===== src/rtl/jt51_so_pkg.sv =====
// Shared constants and FSM state type for the JT51 serial DAC link receiver.
package jt51_so_pkg;
  localparam int SLOT_BITS = 16;
  localparam int PAD_BITS  = 3;
  localparam int MAN_W     = 10;
  localparam int EXP_W     = 3;
  localparam int MAN_LSB   = PAD_BITS;
  localparam int EXP_LSB   = PAD_BITS + MAN_W;
  localparam int OUT_W     = 16;
  localparam int CNT_W     = 5;

  typedef enum logic [2:0] {IDLE, LSLOT, RSLOT, CHECK, ERR} state_t;
endpackage


===== src/rtl/jt51_exp2lin.sv =====
// Combinational expander: 10-bit signed mantissa + 3-bit exponent to 16-bit linear.
module jt51_exp2lin
  import jt51_so_pkg::*;
(
  input  logic signed [MAN_W-1:0] man,
  input  logic        [EXP_W-1:0] ex,
  output logic signed [OUT_W-1:0] lin
);
  logic signed [OUT_W-1:0] man_ext;

  assign man_ext = OUT_W'(man);

  always_comb begin
    lin = '0;
    if (ex != '0)
      lin = man_ext <<< (ex - 3'd1);
  end
endmodule


===== src/rtl/jt51_so_rx.sv =====
// JT51 SO/SH1/SH2 receiver: deserialises per-channel slots, expands them to
// linear samples and flags malformed slots.
module jt51_so_rx
  import jt51_so_pkg::*;
(
  input  logic                    clk,
  input  logic                    rst_n,
  input  logic                    cen,
  input  logic                    so,
  input  logic                    sh1,
  input  logic                    sh2,
  output logic signed [OUT_W-1:0] left,
  output logic signed [OUT_W-1:0] right,
  output logic                    left_ok,
  output logic                    right_ok,
  output logic                    frame_err
);
  localparam logic [CNT_W-1:0] SLOT_CNT = CNT_W'(SLOT_BITS);

  state_t                  state, state_nx;
  logic                    sh1_p0, sh2_p0;
  logic                    chan_p0;
  logic [CNT_W-1:0]        cnt_p0;
  logic [SLOT_BITS-1:0]    sr_p0;
  logic                    start_l, start_r, shift, judge, err_set;
  logic                    both, rise1, rise2, strobe;
  logic signed [OUT_W-1:0] lin;
  logic                    unused_pad;

  function automatic logic [CNT_W-1:0] sat_inc(input logic [CNT_W-1:0] c);
    return (&c) ? c : c + 1'b1;
  endfunction

  assign both       = sh1 & sh2;
  assign rise1      = sh1 & ~sh1_p0;
  assign rise2      = sh2 & ~sh2_p0;
  assign strobe     = chan_p0 ? sh2 : sh1;
  assign unused_pad = ^sr_p0[PAD_BITS-1:0];

  always_comb begin
    state_nx = state;
    start_l  = 1'b0;
    start_r  = 1'b0;
    shift    = 1'b0;
    judge    = 1'b0;
    err_set  = 1'b0;
    unique case (state)
      LSLOT, RSLOT: if (cen) begin
        if (both) begin
          state_nx = ERR;
          err_set  = 1'b1;
        end else if (strobe) begin
          shift = 1'b1;
        end else begin
          state_nx = CHECK;
        end
      end
      ERR: if (cen && !sh1 && !sh2) state_nx = IDLE;
      CHECK: begin
        judge    = 1'b1;
        state_nx = IDLE;
      end
      default: ;
    endcase
    // A new slot may open from IDLE or while the previous one is being judged
    if ((state == IDLE || state == CHECK) && cen) begin
      if (both) begin
        state_nx = ERR;
        err_set  = 1'b1;
      end else if (rise1) begin
        state_nx = LSLOT;
        start_l  = 1'b1;
      end else if (rise2) begin
        state_nx = RSLOT;
        start_r  = 1'b1;
      end
    end
  end

  jt51_exp2lin u_exp2lin (
    .man (sr_p0[MAN_LSB +: MAN_W]),
    .ex  (sr_p0[EXP_LSB +: EXP_W]),
    .lin (lin)
  );

  // stage p0: strobe history, FSM, bit counter
  always_ff @(posedge clk or negedge rst_n) begin
    if (!rst_n) begin
      state     <= IDLE;
      sh1_p0    <= 1'b0;
      sh2_p0    <= 1'b0;
      chan_p0   <= 1'b0;
      cnt_p0    <= '0;
      left      <= '0;
      right     <= '0;
      left_ok   <= 1'b0;
      right_ok  <= 1'b0;
      frame_err <= 1'b0;
    end else begin
      state     <= state_nx;
      left_ok   <= 1'b0;
      right_ok  <= 1'b0;
      frame_err <= err_set | (judge && cnt_p0 != SLOT_CNT);
      if (cen) begin
        sh1_p0 <= sh1;
        sh2_p0 <= sh2;
      end
      if (start_l || start_r) begin
        cnt_p0  <= CNT_W'(1);
        chan_p0 <= start_r;
      end else if (shift) begin
        cnt_p0 <= sat_inc(cnt_p0);
      end
      // stage p1: judged slot lands on its channel output
      if (judge && cnt_p0 == SLOT_CNT) begin
        if (chan_p0) begin
          right    <= lin;
          right_ok <= 1'b1;
        end else begin
          left     <= lin;
          left_ok  <= 1'b1;
        end
      end
    end
  end

  always_ff @(posedge clk) begin
    if (start_l || start_r || shift)
      sr_p0 <= {so, sr_p0[SLOT_BITS-1:1]};
  end
endmodule


===== config.mk =====
export PLATFORM = sky130hd
export DESIGN_NAME = jt51_so_rx
export DESIGN_NICKNAME = d
export VERILOG_FILES = /design/src/rtl/jt51_so_pkg.sv /design/src/rtl/jt51_exp2lin.sv /design/src/rtl/jt51_so_rx.sv
export SDC_FILE = /design/constraint.sdc
export NUM_CORES = 1
export LEC_CHECK = 0
export ABC_AREA = 1
export CAP_MARGIN = 20
export CELL_PAD_IN_SITES_DETAIL_PLACEMENT = 1
export CELL_PAD_IN_SITES_GLOBAL_PLACEMENT = 2
export CORE_MARGIN = 2
export CORE_UTILIZATION = 29
export CTS_CLUSTER_SIZE = 14
export DETAILED_ROUTE_END_ITERATION = 16
export PLACE_DENSITY_LB_ADDON = 0.1
export RECOVER_POWER = 50
export SYNTH_ARGS = -nofsm -noshare
export SYNTH_HDL_FRONTEND = slang
export SYNTH_SLANG_ARGS = --single-unit

===== constraint.sdc =====
create_clock -name clk -period 1.6 [get_ports clk]
set_input_delay 0.32 -clock clk [delete_from_list [all_inputs] [get_ports clk]]
set_output_delay 0.32 -clock clk [all_outputs]
set_load 0.01 [all_outputs]

# After elaboration in Yosys (flattened, before gate mapping)
# Cells that the tools add are included.
[totals]
regBits = 62
out_inout_bits = 35
[classes]
n_addsub = 2
eq_ne = 7
n_shift = 1
muxes = 35
n_bitwise = 7
n_reduce_logical = 18
[op_table]
columns = ["operator", "count"]
rows = [
  ["$mux W3", 8],
  ["$mux W1", 22],
  ["$mux W16", 1],
  ["$sshl A10 B3 Y16", 1],
  ["$mux W5", 3],
  ["$pmux W3 S3", 1],
  ["$eq A3 B2 Y1 const B", 2],
  ["$reduce_and A2 Y1", 3],
  ["$add A5 B1 Y5 const B", 1],
  ["$eq A5 B5 Y1 const B", 1],
  ["$logic_and A1 B1 Y1", 5],
  ["$ne A5 B5 Y1 const B", 1],
  ["$reduce_and A5 Y1", 1],
  ["$and A1 B1 Y1", 3],
  ["$eq A3 B1 Y1 const B", 1],
  ["$eq A3 B3 Y1 const B", 1],
  ["$logic_not A3 Y1", 1],
  ["$logic_or A1 B1 Y1", 3],
  ["$not A1 Y1", 3],
  ["$reduce_bool A3 Y1", 1],
  ["$sub A3 B1 Y3 const B", 1],
  ["$logic_not A1 Y1", 2],
  ["$ne A2 B2 Y1 const B", 1],
  ["$reduce_bool A2 Y1", 1],
  ["2 further kinds", 2],
]

# Longest topological paths before layout
# Gate-level depths: netlist of run 1.
[logic_depth]
depth_word = 9
mapped_depth = 10

# Hierarchy
# From an unflattened synthesis of run 1, not the netlist that was laid out.
[hier_totals]
cells_unflattened = 348
hier_area_um2 = 3036.7
[by_module_without_submodules]
columns = ["mod", "n_inst", "cells_each", "area_each_um2"]
rows = [
  ["jt51_so_rx", 1, 230, 2517.4],
  ["jt51_exp2lin", 1, 118, 519.2],
]

# Worst setup path after synthesis of run 1
# Ideal clock, no wire load.
[synth_path]
path_kind = "register to register"
from = "reg state[2]"
to = "reg sr_p0[10] (enable)"
t_arrival_ns = 1.269
required_ns = 1.244
slack_ns = -0.025
stages_incl_launch_ff = 6
path_buffers = 0
period_less_slack_ns = 1.625
path_cell_list = "dfrtp_1 > inv_1 > nand2_1 > a21oi_1 > o21ai_1 > nand2_1"
[synth_via]
elab_chain_len = 6
elab_cells_between_ends = 12
[synth_rtl]
columns = ["element", "line_no", "rtl"]
rows = [
  ["start: declaration", "jt51_so_rx.sv:20", "state_t state, state_nx;"],
  ["start signal: assignment", "jt51_so_rx.sv:100", "state <= state_nx;"],
  ["$eq A3 B2 Y1 / $logic_not A3 Y1 (equally long branches)", "jt51_so_rx.sv:66", "if ((state == IDLE || state == CHECK) && cen) begin"],
  ["$logic_or A1 B1 Y1", "jt51_so_rx.sv:66", ""],
  ["$logic_and A1 B1 Y1", "jt51_so_rx.sv:66", ""],
  ["$mux W1", "jt51_so_rx.sv:66", ""],
  ["$logic_or A1 B1 Y1", "jt51_so_rx.sv:128", "if (start_l || start_r || shift)"],
  ["$logic_or A1 B1 Y1 *", "jt51_so_rx.sv:128", ""],
  ["end signal: assignment", "jt51_so_rx.sv:129", "sr_p0 <= {so, sr_p0[SLOT_BITS-1:1]};"],
  ["end: declaration", "jt51_so_rx.sv:24", "logic [SLOT_BITS-1:0] sr_p0;"],
]
# Mark *: on every way between the ends. The rest lies on a longest branch, timed or not.
# A chain may end at the register's enable or synchronous reset.

# Final worst setup path of run 1
[layout_path]
from = "reg right[7]"
to = "out right[7]"
[layout_rtl]
columns = ["element", "line_no", "rtl"]
rows = [
  ["start: declaration", "jt51_so_rx.sv:13", "output logic signed [OUT_W-1:0] right,"],
  ["start signal: assignment", "jt51_so_rx.sv:117", "right <= lin;"],
]
# No word-level cell between the ends.

==> metrics.txt, run 1 <==
total congestion overflow=0; worst-margin pin slew=0.6542 ns; chip height=103.4 um; Final Cell Area=3887 um^2; Yosys top cell area share=0.4016; post-synthesis cell count=352; vias per cell=4.393; via count=2447; switching share of total power=0.3321; largest area contributor in the netlist=dfrtp_1; Mapped Nets=363; post-synthesis instance area=2866 um^2; first-pass GRT wire length=12450 um; Initial Utilization=0.2960; Ys Warns=0; CTS tree=built; Critical Path RT=1.28 ns; #FFs+latches synth=59; vias in the first global route=2491; CP Class=flip-flop to output port; Die X=103.4 um; switching power=1.364 mW; gpl congestion=0.8130; crit share post-route=0.9631; Nets=430; synth top area cells=dfrtp_1 (40%), nand2_1 (24%), edfxtp_1 (14%), nand3_1 (5.8%), inv_1 (3.3%); DRT antenna net count=0; DP Area=3532 um^2; row count=36; All-Layer GR Usage=0.1552; maximum number of pins on one net before global-route repair=47; Internal=2.743 mW; P_leak=2.349 nW; router iterations before antenna repair=4; post-synthesis sequential area ratio=0.5378; Worst-path clk slew=0.07 ns; Final Skew=0.01386 ns; highest clock rate=0.6489 GHz; Max Cap Viol=0; Final min period=1.541 ns; share of cells above drive strength 1=0.1769; # diodes=0; nature of the critical path endpoint=output port; clock tree buffer depth=2; clk_lat worst skew=0.34 ns; Gate power share=0.253; drt wl/cell=13.65 um; Setup crit start kind=flip-flop; clock network power share=0.314; die footprint=10700 um^2; count of final setup violators=0; Flop pwr share=0.433; setup TNS=0 ns; Syn Area/Cell=8.143 um^2; DR iter-0 viols=36; Synth cell types=31; Pins Over Slew Limit=0; initial antenna violation count=0; Buf/Inv on CP=1; final wirelength=7602 um; VDD IR max=0.5563 mV; input/output buffers=40; cells along the critical path=clkdlybuf4s50_1; worst-path maximum fanout=2; Slew Limit Headroom=0.5639; root buffer cell=clkbuf_8; area growth from synthesis to layout=35.62%; worst hold path type=input pin to flip-flop; placed wire-length estimate=5602 um; clk sinks=59; Core ar.=9684 um^2; critical path's top delay family=buffers and inverters; Worst EP arrival=1.22 ns; total CTS buffers=9; Worst path max stage delay=0.54 ns; Crit-path slowest cell=clkdlybuf4s50_1; hold violation count in the final report=0; # H-tree levels=3; I/O pins=41; P per Cell Area=1056 nW/um^2; DRC errors left=0; status=finished clean
-- final timing paths --
check | start | end | slack [ns] | depth (start not counted)
worst min-delay path | cen | sh2_p0 | 0.36 | 2
worst max-delay path | right[7] | right[7] | 0.06 | 1
worst max register to register | sr_p0[13] | right[15] | 0.08 | 9
worst min register to register | sr_p0[4] | sr_p0[3] | 0.46 | 0
max in group asynchronous | rst_n | cnt_p0[1] | 0.51 | 3
min in group asynchronous | rst_n | right[7] | 0.65 | 3
-- timing repair --
item / CTS / global route
pin swaps: 0 / 5
gates resized for setup: 7 / 49
setup endpoints to repair: 36 / 68
hold buffers: 1 / 0
cloned: 0 / 1
buffers inserted: 1 / 2
hold endpoints to repair: 46 / 0
-- power by group through the flow --
| stage | logic, mW | clock network, mW | registers, mW |
|---|---|---|---|
| floorplan | 0.616 | 0 | 1.78 |
| global placement | 0.949 | 0 | 1.80 |
| detailed placement | 0.959 | 0 | 1.81 |
| CTS | 0.985 | 1.34 | 1.78 |
| global route | 1.20 | 1.41 | 1.79 |
| finish | 1.04 | 1.29 | 1.78 |
-- cell usage after synthesis --
cell type  instances
a21oi_1            1
and3_1             1
buf_12             1
buf_2              5
buf_4              1
buf_8              1
clkinv_1           2
clkinv_2           1
dfrtp_1           46
edfxtp_1          13
ha_1               5
inv_1             25
inv_2              1
inv_4              1
inv_6              1
nand2_1          181
nand2_2            2
nand2_4            2
nand3_1           33
nand3_2            1
nand3b_1           1
nand4_1            2
nor2_1             6
nor2_2             1
nor2_4             2
nor3_1             3
o21a_1             1
o21ai_0            7
o21ai_1            1
xnor2_1            1
xor2_1             3
-- state kept, by name, summed over array words and instances (netlist names) --
register,count
sr_p0,13
chan_p0,1
right,16
state,3
frame_err,1
left,16
sh2_p0,1
left_ok,1
right_ok,1
cnt_p0,5
sh1_p0,1
-- stage by stage --
stage | hold slack (ns) | utilization | setup slack, ns | std cells | total power [mW]
global placement | 0.3204 | 0.3647 | -0.2658 | 536 | 2.752
global route | 0.4032 | 0.4014 | -0.01246 | 557 | 4.402
CTS | 0.4568 | 0.3862 | -0.01444 | 554 | 4.097
finish | 0.3590 | 0.4014 | 0.05903 | 557 | 4.107
detailed placement | 0.3229 | 0.3647 | -0.3084 | 536 | 2.765
floorplan | 0.02441 | - | 0.08145 | 352 | 2.392
-- layout make-up --
cell class	count	area, um^2
Sequential cell	59	1541
Multi-Input combinational cell	254	1214
Clock buffer	13	168.9
Fill cell	1176	5797
Timing Repair Buffer	64	645.6
Clock inverter	3	21.27
Inverter	31	130.1
Tap cell	133	166.4
-- cell usage in the layout (no fill, tap or decap), types with 6 or more instances in the layout --
| cell type | n |
|---|---|
| clkdlybuf4s50_1 | 13 |
| dlymetal6s2s_1 | 20 |
| edfxtp_1 | 13 |
| buf_4 | 17 |
| clkbuf_8 | 12 |
| inv_1 | 20 |
| o21ai_0 | 7 |
| dfrtp_1 | 46 |
| nand3_1 | 32 |
| nand2_2 | 9 |
| nand2_1 | 174 |
| inv_2 | 6 |
-- layer usage --
layer	GRT usage	wire length, um
met5	0	0
met4	0.05466	139
met2	0.2605	3796
met1	0.1924	3420
met3	0.04167	245
-- cell families after synthesis --
kind of cell             synth area share
XOR/XNOR                          0.01222
AND/OR/NAND/NOR                    0.3426
flip-flops                         0.5378
AO/OA/AOI/OAI                     0.01833
adder cells (fa/ha/maj)           0.02182
buffers and inverters             0.06722
No activity file was read; power rests on OpenSTA's default activity.
==> run 2: changes to the inputs <==
Settings changed: SLEW_MARGIN set to 40.
==> results of run 2 <==
The final DEF is identical to that of run 1; final timing and power are the same.
